### src/rtl/mapper_symbol_sequencer_if.sv
// Word-in / symbol-out handshake bundle for the symbol sequencer.
// slave = sequencer side, master = word source / symbol sink side.
interface mapper_symbol_sequencer_if #(
  parameter int INPUT_DATA_WIDTH = 12,
  parameter int SCHEME_WIDTH     = 4
);
  logic                        in_valid;
  logic                        in_ready;
  logic [INPUT_DATA_WIDTH-1:0] in_data;
  logic [SCHEME_WIDTH-1:0]     in_scheme;
  logic                        out_valid;
  logic                        out_ready;
  logic [5:0]                  out_bits;
  logic [SCHEME_WIDTH-1:0]     out_scheme;
  logic [3:0]                  out_index;
  logic                        out_last;
  logic                        out_rot;
  logic                        err_scheme;
  logic                        busy;

  modport slave (
    input  in_valid, in_data, in_scheme, out_ready,
    output in_ready, out_valid, out_bits, out_scheme,
    output out_index, out_last, out_rot, err_scheme, busy
  );

  modport master (
    output in_valid, in_data, in_scheme, out_ready,
    input  in_ready, out_valid, out_bits, out_scheme,
    input  out_index, out_last, out_rot, err_scheme, busy
  );
endinterface

### src/rtl/mapper_symbol_sequencer.sv
// Splits a 12-bit word into MSB-first symbols of 1/2/4/6 bits,
// one symbol per cycle, with zero-bubble word chaining.
module mapper_symbol_sequencer #(
  parameter int INPUT_DATA_WIDTH = 12,
  parameter int SCHEME_WIDTH     = 4
) (
  input logic                      clk,
  input logic                      rst,
  mapper_symbol_sequencer_if.slave bus
);
  localparam int W = INPUT_DATA_WIDTH;
  localparam int S = SCHEME_WIDTH;

  localparam logic [S-1:0] SC_PB2   = S'(1);
  localparam logic [S-1:0] SC_BPSK  = S'(2);
  localparam logic [S-1:0] SC_QPSK  = S'(3);
  localparam logic [S-1:0] SC_QAM16 = S'(4);
  localparam logic [S-1:0] SC_QAM64 = S'(5);

  typedef enum logic {IDLE, EMIT} state_t;

  state_t       r_state, w_state;
  logic [W-1:0] r_sh, w_sh;
  logic         r_valid, w_valid;
  logic [5:0]   r_bits, w_bits;
  logic [S-1:0] r_scheme, w_scheme;
  logic [3:0]   r_index, w_index;
  logic         r_last, w_last;
  logic         r_rot, w_rot;
  logic         r_err, w_err;

  logic         w_hs;
  logic         w_rdy;
  logic         w_acc;
  logic         w_legal;
  logic [3:0]   w_nxt_idx;

  function automatic logic f_legal(input logic [S-1:0] s);
    case (s)
      SC_PB2, SC_BPSK, SC_QPSK,
      SC_QAM16, SC_QAM64: f_legal = 1'b1;
      default:            f_legal = 1'b0;
    endcase
  endfunction

  // Leading symbol of the (remaining) word, right-justified.
  function automatic logic [5:0] f_top(
    input logic [W-1:0] w,
    input logic [S-1:0] s
  );
    case (s)
      SC_PB2,
      SC_BPSK:  f_top = {5'b0, w[W-1]};
      SC_QPSK:  f_top = {4'b0, w[W-1 -: 2]};
      SC_QAM16: f_top = {2'b0, w[W-1 -: 4]};
      SC_QAM64: f_top = w[W-1 -: 6];
      default:  f_top = 6'b0;
    endcase
  endfunction

  function automatic logic [W-1:0] f_shift(
    input logic [W-1:0] w,
    input logic [S-1:0] s
  );
    case (s)
      SC_PB2,
      SC_BPSK:  f_shift = w << 1;
      SC_QPSK:  f_shift = w << 2;
      SC_QAM16: f_shift = w << 4;
      SC_QAM64: f_shift = w << 6;
      default:  f_shift = w;
    endcase
  endfunction

  function automatic logic [3:0] f_lastidx(input logic [S-1:0] s);
    case (s)
      SC_PB2,
      SC_BPSK:  f_lastidx = 4'd11;
      SC_QPSK:  f_lastidx = 4'd5;
      SC_QAM16: f_lastidx = 4'd2;
      SC_QAM64: f_lastidx = 4'd1;
      default:  f_lastidx = 4'd0;
    endcase
  endfunction

  always_ff @(posedge clk or posedge rst) begin
    if (rst) begin
      r_state  <= IDLE;
      r_sh     <= '0;
      r_valid  <= 1'b0;
      r_bits   <= '0;
      r_scheme <= '0;
      r_index  <= '0;
      r_last   <= 1'b0;
      r_rot    <= 1'b0;
      r_err    <= 1'b0;
    end else begin
      r_state  <= w_state;
      r_sh     <= w_sh;
      r_valid  <= w_valid;
      r_bits   <= w_bits;
      r_scheme <= w_scheme;
      r_index  <= w_index;
      r_last   <= w_last;
      r_rot    <= w_rot;
      r_err    <= w_err;
    end
  end

  always_comb begin
    w_state   = r_state;
    w_sh      = r_sh;
    w_valid   = r_valid;
    w_bits    = r_bits;
    w_scheme  = r_scheme;
    w_index   = r_index;
    w_last    = r_last;
    w_rot     = r_rot;
    w_hs      = r_valid & bus.out_ready;
    w_rdy     = (r_state == IDLE) | (w_hs & r_last);
    w_acc     = bus.in_valid & w_rdy;
    w_legal   = f_legal(bus.in_scheme);
    w_err     = w_acc & ~w_legal;
    w_nxt_idx = r_index + 4'd1;

    // A new legal word overrides the end-of-word return to idle.
    if (w_acc && w_legal) begin
      w_state  = EMIT;
      w_valid  = 1'b1;
      w_scheme = bus.in_scheme;
      w_bits   = f_top(bus.in_data, bus.in_scheme);
      w_sh     = f_shift(bus.in_data, bus.in_scheme);
      w_index  = 4'd0;
      w_last   = 1'b0;
      w_rot    = 1'b0;
    end else if (w_hs) begin
      if (r_last) begin
        w_state = IDLE;
        w_valid = 1'b0;
        w_bits  = '0;
        w_sh    = '0;
        w_index = '0;
        w_last  = 1'b0;
        w_rot   = 1'b0;
      end else begin
        w_bits  = f_top(r_sh, r_scheme);
        w_sh    = f_shift(r_sh, r_scheme);
        w_index = w_nxt_idx;
        w_last  = (w_nxt_idx == f_lastidx(r_scheme));
        w_rot   = (r_scheme == SC_PB2) & w_nxt_idx[0];
      end
    end
  end

  assign bus.in_ready   = w_rdy & ~rst;
  assign bus.out_valid  = r_valid;
  assign bus.out_bits   = r_bits;
  assign bus.out_scheme = r_scheme;
  assign bus.out_index  = r_index;
  assign bus.out_last   = r_last;
  assign bus.out_rot    = r_rot;
  assign bus.err_scheme = r_err;
  assign bus.busy       = (r_state == EMIT);
endmodule

### src/flat_wrapper.sv
// flat-port wrapper written by rule: the top's interface ports become plain ports
module mapper_symbol_sequencer_flat 
#(
  parameter int INPUT_DATA_WIDTH = 12,
  parameter int SCHEME_WIDTH     = 4
)
  (clk, rst, bus_in_valid, bus_in_data, bus_in_scheme, bus_out_ready, bus_in_ready, bus_out_valid, bus_out_bits, bus_out_scheme, bus_out_index, bus_out_last, bus_out_rot, bus_err_scheme, bus_busy);
  mapper_symbol_sequencer_if #(.INPUT_DATA_WIDTH(INPUT_DATA_WIDTH), .SCHEME_WIDTH(SCHEME_WIDTH)) bus_i ();
  input logic clk;
  input logic rst;
  input wire logic [$bits(bus_i.in_valid)-1:0] bus_in_valid;
  input wire logic [$bits(bus_i.in_data)-1:0] bus_in_data;
  input wire logic [$bits(bus_i.in_scheme)-1:0] bus_in_scheme;
  input wire logic [$bits(bus_i.out_ready)-1:0] bus_out_ready;
  output wire logic [$bits(bus_i.in_ready)-1:0] bus_in_ready;
  output wire logic [$bits(bus_i.out_valid)-1:0] bus_out_valid;
  output wire logic [$bits(bus_i.out_bits)-1:0] bus_out_bits;
  output wire logic [$bits(bus_i.out_scheme)-1:0] bus_out_scheme;
  output wire logic [$bits(bus_i.out_index)-1:0] bus_out_index;
  output wire logic [$bits(bus_i.out_last)-1:0] bus_out_last;
  output wire logic [$bits(bus_i.out_rot)-1:0] bus_out_rot;
  output wire logic [$bits(bus_i.err_scheme)-1:0] bus_err_scheme;
  output wire logic [$bits(bus_i.busy)-1:0] bus_busy;
  assign bus_i.in_valid = bus_in_valid;
  assign bus_i.in_data = bus_in_data;
  assign bus_i.in_scheme = bus_in_scheme;
  assign bus_i.out_ready = bus_out_ready;
  assign bus_in_ready = bus_i.in_ready;
  assign bus_out_valid = bus_i.out_valid;
  assign bus_out_bits = bus_i.out_bits;
  assign bus_out_scheme = bus_i.out_scheme;
  assign bus_out_index = bus_i.out_index;
  assign bus_out_last = bus_i.out_last;
  assign bus_out_rot = bus_i.out_rot;
  assign bus_err_scheme = bus_i.err_scheme;
  assign bus_busy = bus_i.busy;
  mapper_symbol_sequencer #(.INPUT_DATA_WIDTH(INPUT_DATA_WIDTH), .SCHEME_WIDTH(SCHEME_WIDTH)) u_core (.clk(clk), .rst(rst), .bus(bus_i));
endmodule
### config.mk
export PLATFORM = sky130hd
export DESIGN_NAME = mapper_symbol_sequencer_flat
export DESIGN_NICKNAME = d
export VERILOG_FILES = /design/src/rtl/mapper_symbol_sequencer_if.sv /design/src/rtl/mapper_symbol_sequencer.sv /design/src/flat_wrapper.sv
export SDC_FILE = /design/constraint.sdc
export NUM_CORES = 1
export LEC_CHECK = 0
export ABC_CLOCK_PERIOD_IN_PS = 2900
export CORE_AREA = 2 2 67 133
export DETAILED_ROUTE_END_ITERATION = 16
export DIE_AREA = 0 0 69 135
export SLEW_MARGIN = 20
export SYNTH_ARGS = -nofsm -noshare
export SYNTH_HDL_FRONTEND = slang
export SYNTH_SLANG_ARGS = --single-unit
### constraint.sdc
create_clock -name clk -period 2.9 [get_ports clk]
set_input_delay 0.29 -clock clk [delete_from_list [all_inputs] [get_ports clk]]
set_output_delay 0.29 -clock clk [all_outputs]
set_load 0.02 [all_outputs]
==> flow_results.org, run 1 <==
** Power and ir drop
- Maximum ir drop on the vdd rail :: 0.2799 mV
- Leakage Power :: 1.201 nW
- For this design the ratio of total power to cell area is 969.1 mW/mm².
- Total power :: 2.966 mW

** Global routing
- Number of antenna violations at the first check in global routing :: 0
- Wire length of the first global-routing pass :: 12.74 mm
- Largest net degree at the start of global routing :: 31
- The via count of the first global-routing pass came to 2552.
- The total overflow left after global routing is 0.
- In the global route stage, overall resource usage came out at 0.1704.

** Setup path
- Buffers & Inverters on Critical Path :: 1
- Traced cell by cell, the critical path runs through clkdlybuf4s50_1.
- For the worst setup path, the data arrival time is 1.80 ns.
- Kind of critical path :: flop to output port
- In this design, the stage delay of the slowest critical-path cell is 0.77 ns.
- For this design, the slowest cell found on the critical path is sky130_fd_sc_hd__dfrtp_1.
- Worst Setup Start Kind :: flop
- Max Fanout on Critical Path :: 18
- The worst setup path is captured at an output port.
- STA puts the critical path data required time at 2.61 ns.
- Top Family by Delay on Critical Path :: flip-flops
- The setup check on the worst reg-to-reg path leaves a slack of 0.85 ns.

** Detailed routing
- Number of vias per cell :: 5.862
- The detail route stage leaves a number of antenna-violating nets equal to 0.
- For this block, the routed nets add up to 7.761 mm of wire.
- First-pass detailed-route iteration total :: 4
- After detailed routing, the number of remaining DRC violations is 0.
- The detailed router placed 2468 vias in this run.
- Post-DR wirelength/cell :: 18.43 µm
- Violation count after the first detailed-routing iteration :: 149

** Floorplan
- The initial utilization of the core area, before any placement, comes to 0.2971.
- Placeable core area :: 0.008233 mm²
- Height of the die :: 135 µm
- The die covers 0.009315 mm².
- Die Wd :: 69 µm
- In this run the count of I/O pins placed on the die edge is 40.
- After floorplanning, the core was divided into 47 placement rows.

** Layout
- Of the cells placed in the final design, the portion with a size suffix greater than 1 is 0.1053.
- Count of nets after finishing :: 343
- Compared with the post-synthesis result, the final layout area differs by 25.12%.
- Fill cells in the final layout number 872.
- 0 antenna diodes ended up in the layout.

** Synth
- Yosys warnings :: 0
- Of the synthesized area, sequential elements account for 0.3069.
- In this run, distinct cell masters in the synthesized netlist total 67.
- Yosys mapped a number of flops with a built-in enable equal to 0.
- Prevailing post-synth register cell :: sky130_fd_sc_hd__dfrtp_1
- Flip-flop and latch count after synthesis :: 30
- Synthesized area divided by synthesized cell count :: 8.493 µm²
- The number of nets handed over by synthesis was 309.
- Synthesis produced 288 cells.
- Async set-or-reset flop fraction in the synthesized netlist :: 1.000
- Post-synth design cell area :: 0.002446 mm²

** Clock tree
- For this design, the CTS-stage hold fixing added 0 buffers.
- The clock passes through at most 2 buffers.
- Number of sinks driven by the clock tree :: 30
- Clock latency on the worst-skew pair :: 0.28 ns
- Resize count post-CTS :: 0
- Root cell of the clock tree :: sky130_fd_sc_hd__clkbuf_16
- Number of levels the H-tree was split into :: 2
- TritonCTS built the clock tree.
- Register clock-pin slew on the reported worst setup and hold paths :: 0.05 ns
- Number of buffers created by CTS :: 5
- Post-CTS timing repair inserted 0 buffers for setup.

** STA
- Setup total negative slack on the finished layout was measured at 0 ns.
- The final-report max-slew violation count is 0.
- For the pin with the worst max-slew slack, the measured transition is 0.6718 ns.
- Based on the critical path, the design can be clocked at up to 478.9 MHz.
- Number of failing setup endpoints in the final timing report :: 0
- Hold Fails Final Rpt :: 0
- On the final layout, the worst clock skew is 0.004934 ns.
- Time the worst path needs with I/O delays and setup :: 2.088 ns
- Setup repair after global routing missed its margin :: false
- Headroom to the max-slew limit came out at 0.5522.
- Of the available clock period, the critical path in the final layout requires 0.7200.

** Status
- Run status :: complete, no violations

** Job
- Across the run, the number of max-cap violations was 0.

** Worst hold path
- Type of the most critical hold path :: primary input to async pin

** Placement
- Input and output buffers added on the ports amount to 39.
- The congestion estimate from routability-driven global placement came to 0.9022.
- HPWL after DPL :: 6.104 mm
[state kept, by name, indices dropped and copies added, names as in the netlist]
signal	cells
u_core.bus.out_index	4
u_core.bus.out_bits	6
u_core.bus.out_rot	1
u_core.bus.err_scheme	1
u_core.r_sh	12
u_core.bus.busy	1
u_core.bus.out_scheme	4
u_core.bus.out_last	1
[Yosys cell counts (3+ instances only)]
library cell                 n  area [µm²]
sky130_fd_sc_hd__o21ai_1     6       30.03
sky130_fd_sc_hd__o22ai_1     4       25.02
sky130_fd_sc_hd__nor2_1     19       71.32
sky130_fd_sc_hd__dfrtp_1    30       750.7
sky130_fd_sc_hd__nand2_1    27       101.4
sky130_fd_sc_hd__nand2b_1    9       56.30
sky130_fd_sc_hd__a22o_1      6       52.55
sky130_fd_sc_hd__o21ai_0    11       55.05
sky130_fd_sc_hd__inv_1       3       11.26
sky130_fd_sc_hd__o2bb2ai_1   3       26.28
sky130_fd_sc_hd__o221ai_1    6       52.55
sky130_fd_sc_hd__nor3_1      5       25.02
sky130_fd_sc_hd__nand3_1     4       20.02
sky130_fd_sc_hd__a32oi_1     5       43.79
sky130_fd_sc_hd__nand4_1     7       43.79
sky130_fd_sc_hd__mux2_2      4       45.04
sky130_fd_sc_hd__a221o_1     6       60.06
sky130_fd_sc_hd__a2bb2oi_1   5       43.79
sky130_fd_sc_hd__a22oi_1     5       37.54
sky130_fd_sc_hd__xnor2_1     3       26.28
sky130_fd_sc_hd__buf_2      15       75.07
sky130_fd_sc_hd__nor2b_1    12       75.07
sky130_fd_sc_hd__a21oi_1    28       140.1
sky130_fd_sc_hd__a31oi_1     6       37.54
sky130_fd_sc_hd__mux2i_1     6       60.06
[placed cells by master, fill, tap and decap left out, types with 6 or more instances in the layout]
master                             n
sky130_fd_sc_hd__clkdlybuf4s50_1  39
sky130_fd_sc_hd__dfrtp_1          30
sky130_fd_sc_hd__a21oi_1          28
sky130_fd_sc_hd__nand2_1          27
sky130_fd_sc_hd__nor2_1           19
sky130_fd_sc_hd__nor2b_1          12
sky130_fd_sc_hd__o21ai_0          11
sky130_fd_sc_hd__buf_4            11
sky130_fd_sc_hd__nand2b_1          9
sky130_fd_sc_hd__nand4_1           7
sky130_fd_sc_hd__o21ai_1           6
sky130_fd_sc_hd__a31oi_1           6
sky130_fd_sc_hd__a22o_1            6
sky130_fd_sc_hd__o221ai_1          6
sky130_fd_sc_hd__a221o_1           6
sky130_fd_sc_hd__mux2i_1           6
[worst paths after layout]
path / start / end / cells after the start
setup / recovery: u_core.bus.out_scheme[3]$_DFFE_PP0P_ / bus_out_scheme[3] / 1
hold / removal: rst / u_core.bus.out_index[3]$_DFFE_PP0P_ / 3
setup reg to reg: u_core.bus.out_scheme[3]$_DFFE_PP0P_ / u_core.r_sh[2]$_DFFE_PP0P_ / 5
hold reg to reg: u_core.bus.out_rot$_DFFE_PP0P_ / u_core.bus.out_rot$_DFFE_PP0P_ / 2
max in group asynchronous: rst / u_core.r_sh[1]$_DFFE_PP0P_ / 3
min in group clk: u_core.bus.out_rot$_DFFE_PP0P_ / u_core.bus.out_rot$_DFFE_PP0P_ / 2
[cell families after synthesis]
| logic type | Yosys count | synth area share |
|---|---|---|
| DFF | 30 | 0.3069 |
| adders and majority gates | 1 | 0.005114 |
| xor gates and xnor gates | 5 | 0.01791 |
| buffers and inverters | 27 | 0.05882 |
| muxes | 12 | 0.05678 |
| AOI/OAI and AO/OA | 111 | 0.3274 |
| and+or+nand+nor | 102 | 0.2271 |
[stage by stage]
stage,setup slack (ns),std cells,instance area (µm²),util,hold slack (ns)
after floorplan,1.095,288,2446,-,0.3808
after global placement,0.6527,413,2913,0.3538,0.4568
after detailed placement,0.6075,413,2913,0.3538,0.4621
after CTS,0.8343,421,3060,0.3717,0.4293
after global routing,0.6933,421,3060,0.3717,0.4740
final,0.8119,421,3060,0.3717,0.4103
[per-layer routing]
| metal | vias to the layer above | GRT usage | routed length [µm] |
|---|---|---|---|
| li1 | 1169 | - | - |
| met4 | 0 | 0.1089 | 318 |
| met3 | 19 | 0.01567 | 223 |
| met1 | 1213 | 0.1608 | 2660 |
| met5 | - | 0 | 0 |
| met2 | 67 | 0.3387 | 4557 |
[report_power, final]
group / internal (mW) / switching (mW)
clock: 0.340 / 0.192
sequential: 0.583 / 0.271
combinational: 0.746 / 0.834
[cell type report]
class	instances	area (µm²)	area share
multi-input combinational	231	1551	0.5069
sequential	30	750.7	0.2453
timing repair buffer	50	473.0	0.1545
clock buffer	7	142.6	0.04661
tap	98	122.6	0.04007
inverter	4	15.01	0.004906
clock inverter	1	5.005	0.001635
Note: power is estimated with default switching activity, not from simulation.
==> run 2, diff against run 1 <==
--- a/config.mk
+++ b/config.mk
@@ -5,7 +5,7 @@
 export SDC_FILE = /design/constraint.sdc
 export NUM_CORES = 1
 export LEC_CHECK = 0
-export ABC_CLOCK_PERIOD_IN_PS = 2900
+export ABC_CLOCK_PERIOD_IN_PS = 2000
 export CORE_AREA = 2 2 67 133
 export DETAILED_ROUTE_END_ITERATION = 16
 export DIE_AREA = 0 0 69 135
==> constraint.sdc (replaced) <==
create_clock -name clk -period 2 [get_ports clk]
set_input_delay 0.2 -clock clk [delete_from_list [all_inputs] [get_ports clk]]
set_output_delay 0.2 -clock clk [all_outputs]
set_load 0.02 [all_outputs]
==> run 2 against run 1 <==
Compared with the run above:
- register-to-register slack lost 0.64 ns
- via count grew 5.5%
- total power grew 56%
- wire length grew 6.5%
- critical path depth grew 2
- non-clock buffer count grew 28
- critical path type unchanged
- hold slack lost 0.079 ns
==> flow_results.org, run 2 (synthesized netlist as in run 1, its figures left out) <==
** Status
- Run status :: complete, no violations

** Placement
- The post-place setup slack is -0.006342 ns (-0.6139 ns).
- Final RePlAce weighted congestion :: 0.9212 (+2.1%)
- Count of input and output buffers :: 39 (unchanged)
- HPWL after DPL :: 6.694 mm (+9.7%)
- Cell count after placement :: 441 (+6.8%)

** Setup path
- The data required time at the worst endpoint was 1.80 ns (-0.81 ns).
- STA classifies the critical path endpoint as an output port.
- Endpoint arrival time on the critical path :: 1.67 ns (-0.13 ns)
- Worst Setup Start Kind :: flop
- Kind of critical path :: flop to output port
- Max Fanout on Critical Path :: 6 (-12)

** STA
- Slew of the pin with the lowest slew margin :: 0.4455 ns (-0.2263 ns)
- Hold Fails Final Rpt :: 0 (unchanged)
- Minimum setup slack in the final design :: 0.1288 ns (-0.6831 ns)
- Setup Total Neg Slack :: 0 ns (unchanged)
- Layout Skew :: 0.004534 ns (-0.0004002 ns)
- The worst relative slew slack was 0.7030 (+0.1509).
- Number of pins with negative max-slew slack in the final report :: 0 (unchanged)
- Final hold slack :: 0.3311 ns (-0.07917 ns)
- Setup repair after global routing left no endpoint under its margin.
- In the finished design, the share of the clock period the worst path needs comes to 0.9356.
- Time the worst path needs with I/O delays and setup :: 1.871 ns
- Number of failing setup endpoints in the final timing report :: 0 (unchanged)
- Max Freq :: 534.4 MHz

** Clock tree
- The number of gates resized after CTS came to 0 (unchanged).
- The hold buffer count at cts is 0 (unchanged).
- Clock latency on the worst-skew pair :: 0.28 ns (about the same)
- Number of sinks driven by the clock tree :: 30 (unchanged)
- Number of buffers created by CTS :: 5 (unchanged)
- The number of buffers inserted to repair setup after CTS came to 0 (unchanged).
- The number of H-tree levels was 2 (unchanged).
- Register clock-pin slew on the reported worst setup and hold paths :: 0.05 ns (about the same)
- The buffer levels on the longest clock path was 2 (unchanged).
- TritonCTS clock tree :: yes
- In this run the clock root is driven by a sky130_fd_sc_hd__clkbuf_16.

** Layout
- Final non-filler cell total :: 449 (+6.7%)
- The library cells used most frequently in the layout, excluding fill and tap cells, are 39 x sky130_fd_sc_hd__clkdlybuf4s50_1, 38 x sky130_fd_sc_hd__buf_4, 30 x sky130_fd_sc_hd__dfrtp_1.
- Fraction of final layout cells sized beyond drive strength 1 :: 0.1766 (+0.07138)
- The library cell used most frequently in the layout, excluding fill and tap cells, is sky130_fd_sc_hd__clkdlybuf4s50_1.
- Register with the highest flop count :: u_core.r_sh
- The number of nets in the final layout came to 371 (+8.2%).
- Antenna diode count :: 0 (unchanged)
- Layout overhead on the synthesized area :: 34.99%
- Max reg flops :: 12 (unchanged)

** Floorplan
- Height of the die :: 135 µm (unchanged)
- The number of cell rows came to 47 (unchanged).
- Total Die Area :: 0.009315 mm² (unchanged)
- The number of top-level pins came to 40 (unchanged).
- The initial core utilization was 0.2971 (unchanged).
- The core area is 0.008233 mm² (unchanged).
- The width of the chip was 69 µm (unchanged).

** Worst hold path
- Type of the most critical hold path :: primary input to async pin

** Power and ir drop
- Total power :: 4.635 mW (+56%)
- The total power per unit cell area came to 1404 mW/mm² (+45%).
- Leakage Power :: 1.347 nW (+12%)
- Maximum ir drop on the vdd rail :: 0.3930 mV (+40%)

** Global routing
- GRT Total Usage :: 0.1812 (+0.01079)
- The pin count of the biggest net entering global routing came to 31 (unchanged).
- GR Overflow Total :: 0 (unchanged)
- Vias in the first global route :: 2641 (+3.5%)
- Wire length of the first global-routing pass :: 13.33 mm (+4.6%)
- Number of antenna violations at the first check in global routing :: 0 (unchanged)

** Detailed routing
- The number of search-and-repair iterations in the first detailed-routing pass came to 4 (unchanged).
- Number of vias per cell :: 5.797 (-1.1%)
- The final wirelength is 8.262 mm (+6.5%).
- Violation count after the first detailed-routing iteration :: 122 (-18%)
- The number of antenna-violating nets in the routed design came to 0 (unchanged).
- The DRC violation count after routing came to 0 (unchanged).
- The wire length per cell was 18.40 µm (-0.18%).
- The number of vias in the routed layout came to 2603 (+5.5%).

** Job
- Max Cap Violations :: 0 (unchanged)
run 2: where the power goes:
group / switching [mW] / internal, mW / total [mW] / leakage, nW
combinational: 1.31 / 1.25 / 2.56 / 0.883
sequential: 0.353 / 0.847 / 1.20 / 0.387
clock: 0.291 / 0.588 / 0.878 / 0.0771
total: 1.95 / 2.68 / 4.64 / 1.35
run 2: path summary, 6_finish.rpt:
path / end / from / slack [ns] / cells past startpoint
setup / recovery: bus_in_ready / u_core.bus.busy$_DFFE_PP0P_ / 0.13 / 3
max in group asynchronous: u_core.bus.out_scheme[2]$_DFFE_PP0P_ / rst / 1.38 / 3
hold reg to reg: u_core.bus.out_rot$_DFFE_PP0P_ / u_core.bus.out_rot$_DFFE_PP0P_ / 0.47 / 2
setup reg to reg: u_core.bus.out_bits[0]$_DFFE_PP0P_ / u_core.bus.out_scheme[1]$_DFFE_PP0P_ / 0.21 / 4
hold / removal: u_core.bus.out_index[3]$_DFFE_PP0P_ / rst / 0.33 / 3
min in group clk: u_core.bus.out_rot$_DFFE_PP0P_ / u_core.bus.out_rot$_DFFE_PP0P_ / 0.47 / 2
run 2: final cells by class:
cell class / instances / area, µm²
Inverter: 4 / 15.01
Timing Repair Buffer: 78 / 695.7
Tap cell: 98 / 122.6
Clock inverter: 2 / 37.54
Clock buffer: 6 / 128.9
Multi-Input combinational cell: 231 / 1551
Fill cell: 865 / 4931
Sequential cell: 30 / 750.7
run 2: per-stage QoR:
step | utilization | area [µm²]
final | 0.4011 | 3302
after global routing | 0.4011 | 3302
after CTS | 0.4011 | 3302
after detailed placement | 0.3809 | 3136
after global placement | 0.3809 | 3136
after floorplan | - | 2446
run 2: routing by layer:
layer  part of all wire  wire length [µm]  vias up  GRT usage
li1                   -                 -     1226          -
met5                  0                 0        -          0
met4              0.038               315        0     0.1155
met3              0.022               183       19    0.01940
met1               0.33              2707     1286     0.1588
met2               0.61              5057       72     0.3723
run 2: worst max-delay path: stages, from the launching register on:
cell                              delay, ns
sky130_fd_sc_hd__dfrtp_1               0.45
sky130_fd_sc_hd__a21boi_2              0.22
sky130_fd_sc_hd__nor2_1                0.10
sky130_fd_sc_hd__clkdlybuf4s50_1       0.62
